`src/rtl/multicycle_ctrl_if.sv`:
```
// Bundle between the main control FSM and the MIPS-subset datapath/memory.
// The master side is the controller; the slave side is the datapath that feeds it.
interface multicycle_ctrl_if;
  logic [5:0] opcode;
  logic [5:0] funct;
  logic       zero;
  logic       mem_ready;
  logic       pc_wr;
  logic       ir_wr;
  logic       mem_rd;
  logic       mem_wr;
  logic       i_or_d;
  logic       reg_wr;
  logic       reg_dst;
  logic       mem_to_reg;
  logic       alu_src;
  logic [2:0] alu_op;
  logic [1:0] ext_op;
  logic [1:0] pc_src;
  logic       illegal;
  logic       bus_err;
  logic [2:0] state;

  // Handshake: a memory request (mem_rd or mem_wr) stays high until the cycle
  // mem_ready is seen; that cycle completes the access. No data moves otherwise.
  modport master (
    input  opcode, funct, zero, mem_ready,
    output pc_wr, ir_wr, mem_rd, mem_wr, i_or_d, reg_wr, reg_dst, mem_to_reg,
           alu_src, alu_op, ext_op, pc_src, illegal, bus_err, state
  );

  modport slave (
    output opcode, funct, zero, mem_ready,
    input  pc_wr, ir_wr, mem_rd, mem_wr, i_or_d, reg_wr, reg_dst, mem_to_reg,
           alu_src, alu_op, ext_op, pc_src, illegal, bus_err, state
  );
endinterface

```
`src/rtl/multicycle_ctrl.sv`:
```
// Multi-cycle main control FSM for the MIPS-subset CPU: FETCH, DECODE, EXEC,
// MEM and WB, with a bounded wait on memory that aborts with bus_err.
module multicycle_ctrl #(
  parameter logic [7:0] MEM_TIMEOUT = 8'd255
) (
  input  logic             clk,
  input  logic             rst,
  multicycle_ctrl_if.master bus
);

  typedef enum logic [2:0] {
    S_FETCH  = 3'b000,
    S_DECODE = 3'b001,
    S_EXEC   = 3'b010,
    S_MEM    = 3'b011,
    S_WB     = 3'b100
  } state_t;

  typedef enum logic [3:0] {
    C_RTYPE, C_ORI, C_ADDIU, C_LUI, C_LW, C_SW, C_BEQ, C_J, C_ILLEGAL
  } cls_t;

  state_t     r_state, w_next;
  cls_t       r_cls, w_cls;
  logic [2:0] r_rop, w_rop;
  logic [1:0] r_ext, w_ext_dec;
  logic [7:0] r_tmo;
  logic       w_waiting, w_abort;

  logic       w_pc_wr, w_ir_wr, w_mem_rd, w_mem_wr, w_i_or_d, w_reg_wr;
  logic       w_reg_dst, w_mem_to_reg, w_alu_src, w_illegal, w_bus_err;
  logic [2:0] w_alu_op, w_state;
  logic [1:0] w_ext_op, w_pc_src;

  // Instruction class decode, straight from the instruction register fields.
  always_comb begin
    w_cls     = C_ILLEGAL;
    w_rop     = 3'b000;
    w_ext_dec = 2'b01;
    case (bus.opcode)
      6'b000000: begin
        case (bus.funct)
          6'b100001: begin w_cls = C_RTYPE; w_rop = 3'b000; end
          6'b100011: begin w_cls = C_RTYPE; w_rop = 3'b001; end
          6'b101010: begin w_cls = C_RTYPE; w_rop = 3'b011; end
          default:   w_cls = C_ILLEGAL;
        endcase
      end
      6'b001101: begin w_cls = C_ORI; w_ext_dec = 2'b00; end
      6'b001001: w_cls = C_ADDIU;
      6'b001111: begin w_cls = C_LUI; w_ext_dec = 2'b10; end
      6'b100011: w_cls = C_LW;
      6'b101011: w_cls = C_SW;
      6'b000100: w_cls = C_BEQ;
      6'b000010: w_cls = C_J;
      default:   w_cls = C_ILLEGAL;
    endcase
  end

  assign w_waiting = (r_state == S_FETCH) || (r_state == S_MEM);
  assign w_abort   = w_waiting && (r_tmo == MEM_TIMEOUT);

  always_ff @(posedge clk) begin
    if (rst) begin
      r_state <= S_FETCH;
      r_cls   <= C_RTYPE;
      r_rop   <= 3'b000;
      r_ext   <= 2'b01;
      r_tmo   <= 8'd0;
    end else begin
      r_state <= w_next;
      if (r_state == S_DECODE && w_cls != C_ILLEGAL) begin
        r_cls <= w_cls;
        r_rop <= w_rop;
        r_ext <= w_ext_dec;
      end
      if (w_waiting && !w_abort && !bus.mem_ready)
        r_tmo <= r_tmo + 8'd1;
      else
        r_tmo <= 8'd0;
    end
  end

  always_comb begin
    w_next       = r_state;
    w_pc_wr      = 1'b0;
    w_ir_wr      = 1'b0;
    w_mem_rd     = 1'b0;
    w_mem_wr     = 1'b0;
    w_i_or_d     = 1'b0;
    w_reg_wr     = 1'b0;
    w_reg_dst    = 1'b0;
    w_mem_to_reg = 1'b0;
    w_alu_src    = 1'b0;
    w_alu_op     = 3'b000;
    w_ext_op     = r_ext;
    w_pc_src     = 2'b00;
    w_illegal    = 1'b0;
    w_bus_err    = 1'b0;
    w_state      = r_state;
    case (r_state)
      S_FETCH: begin
        if (w_abort) begin
          w_bus_err = 1'b1;
          w_next    = S_FETCH;
        end else begin
          w_mem_rd = 1'b1;
          if (bus.mem_ready) begin
            w_ir_wr = 1'b1;
            w_pc_wr = 1'b1;
            w_next  = S_DECODE;
          end
        end
      end
      S_DECODE: begin
        w_ext_op = w_ext_dec;
        if (w_cls == C_ILLEGAL) begin
          w_illegal = 1'b1;
          w_next    = S_FETCH;
        end else begin
          w_next = S_EXEC;
        end
      end
      S_EXEC: begin
        w_next = S_WB;
        case (r_cls)
          C_RTYPE: w_alu_op = r_rop;
          C_ORI:   begin w_alu_op = 3'b010; w_alu_src = 1'b1; end
          C_ADDIU: begin w_alu_op = 3'b000; w_alu_src = 1'b1; end
          C_LUI:   begin w_alu_op = 3'b100; w_alu_src = 1'b1; end
          C_LW, C_SW: begin
            w_alu_op  = 3'b000;
            w_alu_src = 1'b1;
            w_next    = S_MEM;
          end
          C_BEQ: begin
            w_alu_op = 3'b001;
            w_pc_src = 2'b01;
            w_pc_wr  = bus.zero;
            w_next   = S_FETCH;
          end
          C_J: begin
            w_pc_src = 2'b10;
            w_pc_wr  = 1'b1;
            w_next   = S_FETCH;
          end
          default: w_next = S_FETCH;
        endcase
      end
      S_MEM: begin
        w_i_or_d = 1'b1;
        if (w_abort) begin
          w_bus_err = 1'b1;
          w_next    = S_FETCH;
        end else begin
          w_mem_rd = (r_cls == C_LW);
          w_mem_wr = (r_cls == C_SW);
          if (bus.mem_ready)
            w_next = (r_cls == C_LW) ? S_WB : S_FETCH;
        end
      end
      S_WB: begin
        w_reg_wr     = 1'b1;
        w_reg_dst    = (r_cls == C_RTYPE);
        w_mem_to_reg = (r_cls == C_LW);
        w_next       = S_FETCH;
      end
      default: w_next = S_FETCH;
    endcase
    // Reset quiets every output, so a pending mem_ready cannot write IR or PC.
    if (rst) begin
      w_pc_wr      = 1'b0;
      w_ir_wr      = 1'b0;
      w_mem_rd     = 1'b0;
      w_mem_wr     = 1'b0;
      w_i_or_d     = 1'b0;
      w_reg_wr     = 1'b0;
      w_reg_dst    = 1'b0;
      w_mem_to_reg = 1'b0;
      w_alu_src    = 1'b0;
      w_alu_op     = 3'b000;
      w_ext_op     = 2'b01;
      w_pc_src     = 2'b00;
      w_illegal    = 1'b0;
      w_bus_err    = 1'b0;
      w_state      = S_FETCH;
    end
  end

  assign bus.pc_wr      = w_pc_wr;
  assign bus.ir_wr      = w_ir_wr;
  assign bus.mem_rd     = w_mem_rd;
  assign bus.mem_wr     = w_mem_wr;
  assign bus.i_or_d     = w_i_or_d;
  assign bus.reg_wr     = w_reg_wr;
  assign bus.reg_dst    = w_reg_dst;
  assign bus.mem_to_reg = w_mem_to_reg;
  assign bus.alu_src    = w_alu_src;
  assign bus.alu_op     = w_alu_op;
  assign bus.ext_op     = w_ext_op;
  assign bus.pc_src     = w_pc_src;
  assign bus.illegal    = w_illegal;
  assign bus.bus_err    = w_bus_err;
  assign bus.state      = w_state;

endmodule

```
`src/flat_wrapper.sv`:
```
// flat-port wrapper written by rule: the top's interface ports become plain ports
module multicycle_ctrl_flat 
#(
  parameter logic [7:0] MEM_TIMEOUT = 8'd255
)
  (clk, rst, bus_opcode, bus_funct, bus_zero, bus_mem_ready, bus_pc_wr, bus_ir_wr, bus_mem_rd, bus_mem_wr, bus_i_or_d, bus_reg_wr, bus_reg_dst, bus_mem_to_reg, bus_alu_src, bus_alu_op, bus_ext_op, bus_pc_src, bus_illegal, bus_bus_err, bus_state);
  multicycle_ctrl_if bus_i ();
  input  logic clk;
  input  logic rst;
  input wire logic [$bits(bus_i.opcode)-1:0] bus_opcode;
  input wire logic [$bits(bus_i.funct)-1:0] bus_funct;
  input wire logic [$bits(bus_i.zero)-1:0] bus_zero;
  input wire logic [$bits(bus_i.mem_ready)-1:0] bus_mem_ready;
  output wire logic [$bits(bus_i.pc_wr)-1:0] bus_pc_wr;
  output wire logic [$bits(bus_i.ir_wr)-1:0] bus_ir_wr;
  output wire logic [$bits(bus_i.mem_rd)-1:0] bus_mem_rd;
  output wire logic [$bits(bus_i.mem_wr)-1:0] bus_mem_wr;
  output wire logic [$bits(bus_i.i_or_d)-1:0] bus_i_or_d;
  output wire logic [$bits(bus_i.reg_wr)-1:0] bus_reg_wr;
  output wire logic [$bits(bus_i.reg_dst)-1:0] bus_reg_dst;
  output wire logic [$bits(bus_i.mem_to_reg)-1:0] bus_mem_to_reg;
  output wire logic [$bits(bus_i.alu_src)-1:0] bus_alu_src;
  output wire logic [$bits(bus_i.alu_op)-1:0] bus_alu_op;
  output wire logic [$bits(bus_i.ext_op)-1:0] bus_ext_op;
  output wire logic [$bits(bus_i.pc_src)-1:0] bus_pc_src;
  output wire logic [$bits(bus_i.illegal)-1:0] bus_illegal;
  output wire logic [$bits(bus_i.bus_err)-1:0] bus_bus_err;
  output wire logic [$bits(bus_i.state)-1:0] bus_state;
  assign bus_i.opcode = bus_opcode;
  assign bus_i.funct = bus_funct;
  assign bus_i.zero = bus_zero;
  assign bus_i.mem_ready = bus_mem_ready;
  assign bus_pc_wr = bus_i.pc_wr;
  assign bus_ir_wr = bus_i.ir_wr;
  assign bus_mem_rd = bus_i.mem_rd;
  assign bus_mem_wr = bus_i.mem_wr;
  assign bus_i_or_d = bus_i.i_or_d;
  assign bus_reg_wr = bus_i.reg_wr;
  assign bus_reg_dst = bus_i.reg_dst;
  assign bus_mem_to_reg = bus_i.mem_to_reg;
  assign bus_alu_src = bus_i.alu_src;
  assign bus_alu_op = bus_i.alu_op;
  assign bus_ext_op = bus_i.ext_op;
  assign bus_pc_src = bus_i.pc_src;
  assign bus_illegal = bus_i.illegal;
  assign bus_bus_err = bus_i.bus_err;
  assign bus_state = bus_i.state;
  multicycle_ctrl #(.MEM_TIMEOUT(MEM_TIMEOUT)) u_core (.clk(clk), .rst(rst), .bus(bus_i));
endmodule
```
`config.mk`:
```
export PLATFORM = sky130hd
export DESIGN_NAME = multicycle_ctrl_flat
export DESIGN_NICKNAME = d
export VERILOG_FILES = /design/src/rtl/multicycle_ctrl_if.sv /design/src/rtl/multicycle_ctrl.sv /design/src/flat_wrapper.sv
export SDC_FILE = /design/constraint.sdc
export NUM_CORES = 1
export LEC_CHECK = 0
export CAP_MARGIN = 20
export CORE_ASPECT_RATIO = 2
export CORE_MARGIN = 3
export CORE_UTILIZATION = 45
export DETAILED_ROUTE_END_ITERATION = 16
export GPL_ROUTABILITY_DRIVEN = 0
export PLACE_DENSITY_LB_ADDON = 0.1
export SLEW_MARGIN = 20
export SYNTH_ARGS = -nofsm -noshare
export SYNTH_HDL_FRONTEND = slang
export SYNTH_SLANG_ARGS = --single-unit
```
`constraint.sdc`:
```
create_clock -name clk -period 2.7 [get_ports clk]
set_input_delay 0.675 -clock clk [delete_from_list [all_inputs] [get_ports clk]]
set_output_delay 0.675 -clock clk [all_outputs]
set_load 0.005 [all_outputs]
```
Yosys cells after proc, flatten, opt, wreduce, memory -nomap -nowiden
Index checks and enable logic that the tools add are counted.
{"block": "totals", "ff_bits": 20, "input_bits": 16, "out_inout_bits": 21, "wordCells": 103}
{"block": "classes", "addsub": 1, "n_eq_ne": 26, "n_mux": 53, "n_bitwise": 1, "n_reduce_logical": 17}
{"operator": "case mux 4 bit (8 select lines)", "count": 1}
{"operator": "== test 6 bit (second input constant)", "count": 5}
{"operator": "2-to-1 mux 1 bit", "count": 28}
{"operator": "2-to-1 mux 3 bit", "count": 9}
{"operator": "case mux 3 bit (4 select lines)", "count": 2}
{"operator": "== test 6 x 4 -> 1 bit (second input constant)", "count": 3}
{"operator": "== test 4 x 3 -> 1 bit (second input constant)", "count": 4}
{"operator": "case mux 2 bit (2 select lines)", "count": 3}
{"operator": "2-to-1 mux 2 bit", "count": 5}
{"operator": "adder 8 x 1 -> 8 bit (second input constant)", "count": 1}
{"operator": "== test 4 x 2 -> 1 bit (second input constant)", "count": 2}
{"operator": "== test 8 bit (second input constant)", "count": 1}
{"operator": "== test 3 x 2 -> 1 bit (second input constant)", "count": 2}
{"operator": "== test 6 x 2 -> 1 bit (second input constant)", "count": 1}
{"operator": "== test 6 x 3 -> 1 bit (second input constant)", "count": 1}
{"operator": "zero test 6 bit", "count": 1}
{"operator": "inequality test 3 x 2 -> 1 bit (second input constant)", "count": 2}
{"operator": "case mux 1 bit (2 select lines)", "count": 3}
{"operator": "case mux 3 bit (2 select lines)", "count": 1}
{"operator": "OR reduction 2 bit", "count": 3}
{"operator": "OR reduction 5 bit", "count": 1}
{"operator": "== test 4 x 1 -> 1 bit (second input constant)", "count": 1}
{"operator": "== test 4 bit (second input constant)", "count": 1}
{"operator": "logical AND 1 bit", "count": 4}
{"operator": "other kinds (12)", "count": 13}

Logic depth before layout (Yosys ltp)
{"block": "logic_depth", "ltp_word": 8, "depth_mapped": 6, "depth_no_buf": 6}

Worst setup path before layout
No wires, ideal clock.
{"block": "synth_timing", "kind": "input to output", "from": "input bus_opcode[0]", "to": "output bus_illegal", "t_arrival_ns": 1.893, "t_required_ns": 2.025, "slack_ns": 0.132, "cell_stages": 5, "path_buffers": 0, "path_cell_list": "or3_1 > or4_4 > o22ai_2 > nor2_1 > nor3_1"}
{"block": "synth_between", "elab_chain_cells": 6, "elab_cells_between_ends": 13, "classes_between": "eq/ne (8); mux (4); reduce/logical (1)"}
{"item": "start, declared", "line_no": "flat_wrapper.sv:10", "text": "input wire logic [$bits(bus_i.opcode)-1:0] bus_opcode;"}
{"item": "== test 6 x 2 -> 1 bit, or another cell as far along", "line_no": "multicycle_ctrl.sv:40", "text": "case (bus.opcode)"}
{"item": "case mux 4 bit (8 select lines) *", "line_no": "multicycle_ctrl.sv:40"}
{"item": "== test 4 bit *", "line_no": "multicycle_ctrl.sv:117", "text": "if (w_cls == C_ILLEGAL) begin"}
{"item": "2-to-1 mux 1 bit *", "line_no": "multicycle_ctrl.sv:117"}
{"item": "2-to-1 mux 1 bit *", "line_no": "multicycle_ctrl.sv:101", "text": "case (r_state)"}
{"item": "2-to-1 mux 1 bit *", "line_no": "multicycle_ctrl.sv:171", "text": "if (rst) begin"}
{"item": "end, declared", "line_no": "flat_wrapper.sv:26", "text": "output wire logic [$bits(bus_i.illegal)-1:0] bus_illegal;"}
Every way passes the cells marked *; elsewhere a longest branch is shown, timed or not.

Worst setup path in the final report
{"block": "layout_timing", "from": "input bus_opcode[3]", "to": "output bus_illegal"}
The elaborated chain is that of the path after synthesis.

==> impl_metrics.toml <==
[critical_path]
crit_chain = "buf_6 > or3_4 > or4_4 > o22ai_4 > nor2_2 > nor3_1 > buf_2"
path_delay_family = "simple AND/OR/NAND/NOR gates"
cp_num_cells = 7
critPathMaxFanout = 2
critPathBufInv = 2
cp-end-kind = "output pin"
cpPeakStageDelay_ns = 0.45
crit_path_start = "bus_opcode[3]"
r2r_cells = 6
crit_slowest_cell = "or4_4"
r2r-end = "u_core.r_state[2]$_SDFFE_PP0P_"
cp.arrival_ns = 2.04
reg2reg_slack_ns = 0.77
criticalPathCategory = "in2out"
endpoint = "bus_illegal"
worst_setup_path_start_kind = "input port"
r2r_start = "u_core.r_state[0]$_SDFFE_PP0P_"
cp.required_ns = 2.03

[timing]
fin_crit_sh_pct = 101
tightest_slew_ns = 0.453
drv_slew = 0
holdWs_ns = 0.470
fmax_mhz = 368
skew_ns = 0.00284
final_hold_viol_count = 0
layout_setup_ws_ns = -0.0184
fin_crit_ns = 2.72
setup_viol = 1
slew-limit-headroom_pct = 69.5
rsz0062_at_grt = "yes"

[pwr]
powerDensity_nw_per_um2 = 317
clockPowerShare_pct = 31.4
switchingPower_uw = 176
p_comb_share_pct = 24.3
pwr-share-seq_pct = 44.3
ir_drop_mv = 0.251
intPower_uw = 471
p_leak_nw = 0.809
power.share.switching_pct = 27.2
power_uw = 647

[placed_design]
hpwl_mm = 3.07
io_buffers = 36
placedCellCount = 258
postPlaceCellArea_um2 = 1850

[cells_and_area]
area_growth_syn_to_layout_pct = 65.4
fillCellCount = 198
mostFrequentLayoutCell = "buf_4"
final_nets = 261
layout_common_cells = "buf_4, nor2_1, clkdlybuf4s50_1"
drive_above_1_share_pct = 32.9
final_util_pct = 79.3
fin_cells = 271
final_area_um2 = 2040
insertedDiodeCount = 0

[synthesis]
yosysSeqAreaShare_pct = 30.9
ys_top_cells_by_area = "dfxtp_1, nor2_1, nor3_1"
synth_edf_count = 0
syn_inst = 168
syn_area_per_cell_um2 = 7.34
netlist.area_leader.share_pct = 30.9
ys_ff_latch = 19
synthArstFlopShare_pct = 0
synth.net_count = 185
ys_types = 41
synth-main-ff-cell = "dfxtp_1"
synth_top_area_cell = "dfxtp_1"
ys_warn_count = 0
synth_area_um2 = 1230

[routing]
firstDrtPassIters = 4
avgRoutedWirePerCell_um = 15.2
drc = 0
initialDrtViolationCount = 49
final_antenna_net_count = 0
vias_per_cell = 5.72
totalWireLength_mm = 4.12
vias = 1550

[floorplan]
num_rows = 26
die_h_um = 80.0
die_w_um = 43.0
pin_count = 37
dieArea_um2 = 3440
initial_core_util_pct = 48.0
coreArea_um2 = 2570

[clocking]
clock_latency_ns = 0.26
hold_buffers = 0
cts_sinks = 19
cts.path.max_buffers = 2
cts_tree = "done"
htreeDepth = 1
root_buffer = "clkbuf_8"
path_clk_slew_ns = 0.07
cts_inserted_buffers = 3

[global_routing]
grt_overflow = 0
grt_max_degree = 13
antenna_found_initial = 0
grt_pass1_wl_mm = 6.76
grt_pass1_vias = 1581
grt.total_usage_pct = 25.5

[status]
status = "finished, violations left"
violations = "setup timing"

[worst_hold_path]
min_path_type = "reg2reg"

[job]
maxCapViolations = 0
==> per-layer routing <==
layer	global-route usage [%]	routed length, µm	vias up	share of wire [%]
met5	0	0	-	0
met1	23.9	1410	723	34
met2	48.2	2340	54	57
met3	3.16	157	21	3.8
met4	17.5	214	0	5.2
li1	-	-	752	-
==> sequential cells by signal (all words and copies together) (netlist names) <==
register / cells
u_core.r_tmo: 8
u_core.r_cls: 4
u_core.r_state: 3
u_core.r_ext: 2
u_core.r_rop: 2
==> layout make-up <==
type                       instances  area, µm²  share of cell area [%]
multi-input combinational        139        907                    44.5
clock inverter                     1       5.00                   0.246
tap                               28       35.0                    1.72
sequential                        19        382                    18.7
clock buffer                       3       41.3                    2.03
inverter                           2       7.51                   0.368
timing repair buffer              79        661                    32.4
==> worst min-delay path, stage by stage, from the launching register on <==
cell and delay [ns]:
dfxtp_1 0.31, nand2_1 0.05, o21ai_0 0.06
==> worst min path at each step <==
| stage | slack (ns) | cells after the start | startpoint | endpoint |
|---|---|---|---|---|
| floorplan | 0.43 | 1 | u_core.r_tmo[0]$_SDFF_PP0_ | u_core.r_tmo[0]$_SDFF_PP0_ |
| global placement | 0.45 | 2 | u_core.r_rop[0]$_SDFFE_PP0P_ | u_core.r_rop[0]$_SDFFE_PP0P_ |
| detailed placement | 0.46 | 2 | u_core.r_rop[1]$_SDFFE_PP0P_ | u_core.r_rop[1]$_SDFFE_PP0P_ |
| CTS | 0.47 | 2 | u_core.r_rop[1]$_SDFFE_PP0P_ | u_core.r_rop[1]$_SDFFE_PP0P_ |
| global route | 0.49 | 2 | u_core.r_rop[1]$_SDFFE_PP0P_ | u_core.r_rop[1]$_SDFFE_PP0P_ |
| finish | 0.47 | 2 | u_core.r_rop[1]$_SDFFE_PP0P_ | u_core.r_rop[1]$_SDFFE_PP0P_ |
==> power by group through the flow <==
stage | clock [mW] | combinational [mW] | sequential (mW)
3_5_place_dp | 0 | 0.139 | 0.293
4_1_cts | 0.205 | 0.144 | 0.286
6_report | 0.203 | 0.157 | 0.286
3_3_place_gp | 0 | 0.135 | 0.292
5_1_grt | 0.214 | 0.170 | 0.287
2_1_floorplan | 0 | 0.0578 | 0.292
==> cell usage after synthesis, types with 2 or more instances <==
master and count:
and4b_2 2, o32a_1 2, or2_2 2, xor2_1 3
dfxtp_1 19, nor3b_1 3, clkbuf_1 6, mux2i_1 2
nand3_1 9, buf_2 2, a21oi_1 11, nor3_1 12
or4_1 2, nand2_1 16, nor2b_1 5, inv_1 2
or3_1 2, nor2_1 28, nand3b_1 2, o21ai_0 9
xnor2_1 6, nor4_1 4
==> stage by stage <==
stage	TNS (ns)	setup WS, ns
final	-0.0184	-0.0184
after global routing	-0.0931	-0.0931
after CTS	-0.132	-0.132
after detailed placement	-4.51	-0.768
after global placement	-4.17	-0.739
after floorplan	0	0.132
==> timing repair <==
action	4_1_cts	5_1_grt
cloned	0	0
gates resized for setup	47	15
buffers inserted	4	5
setup endpoints to repair	19	9
pin swaps	7	4
==> kinds of logic after synthesis <==
kind of cell             Yosys count  share of synthesized area, %
AO/OA/AOI/OAI                     30                          16.1
buffers and inverters             10                          3.25
multiplexers                       2                          1.62
AND/OR/NAND/NOR                   97                          40.7
flip-flops                        19                          30.9
XOR/XNOR                           9                          6.40
adder cells (fa/ha/maj)            1                          1.02
No activity file was read; power rests on OpenSTA's default activity.
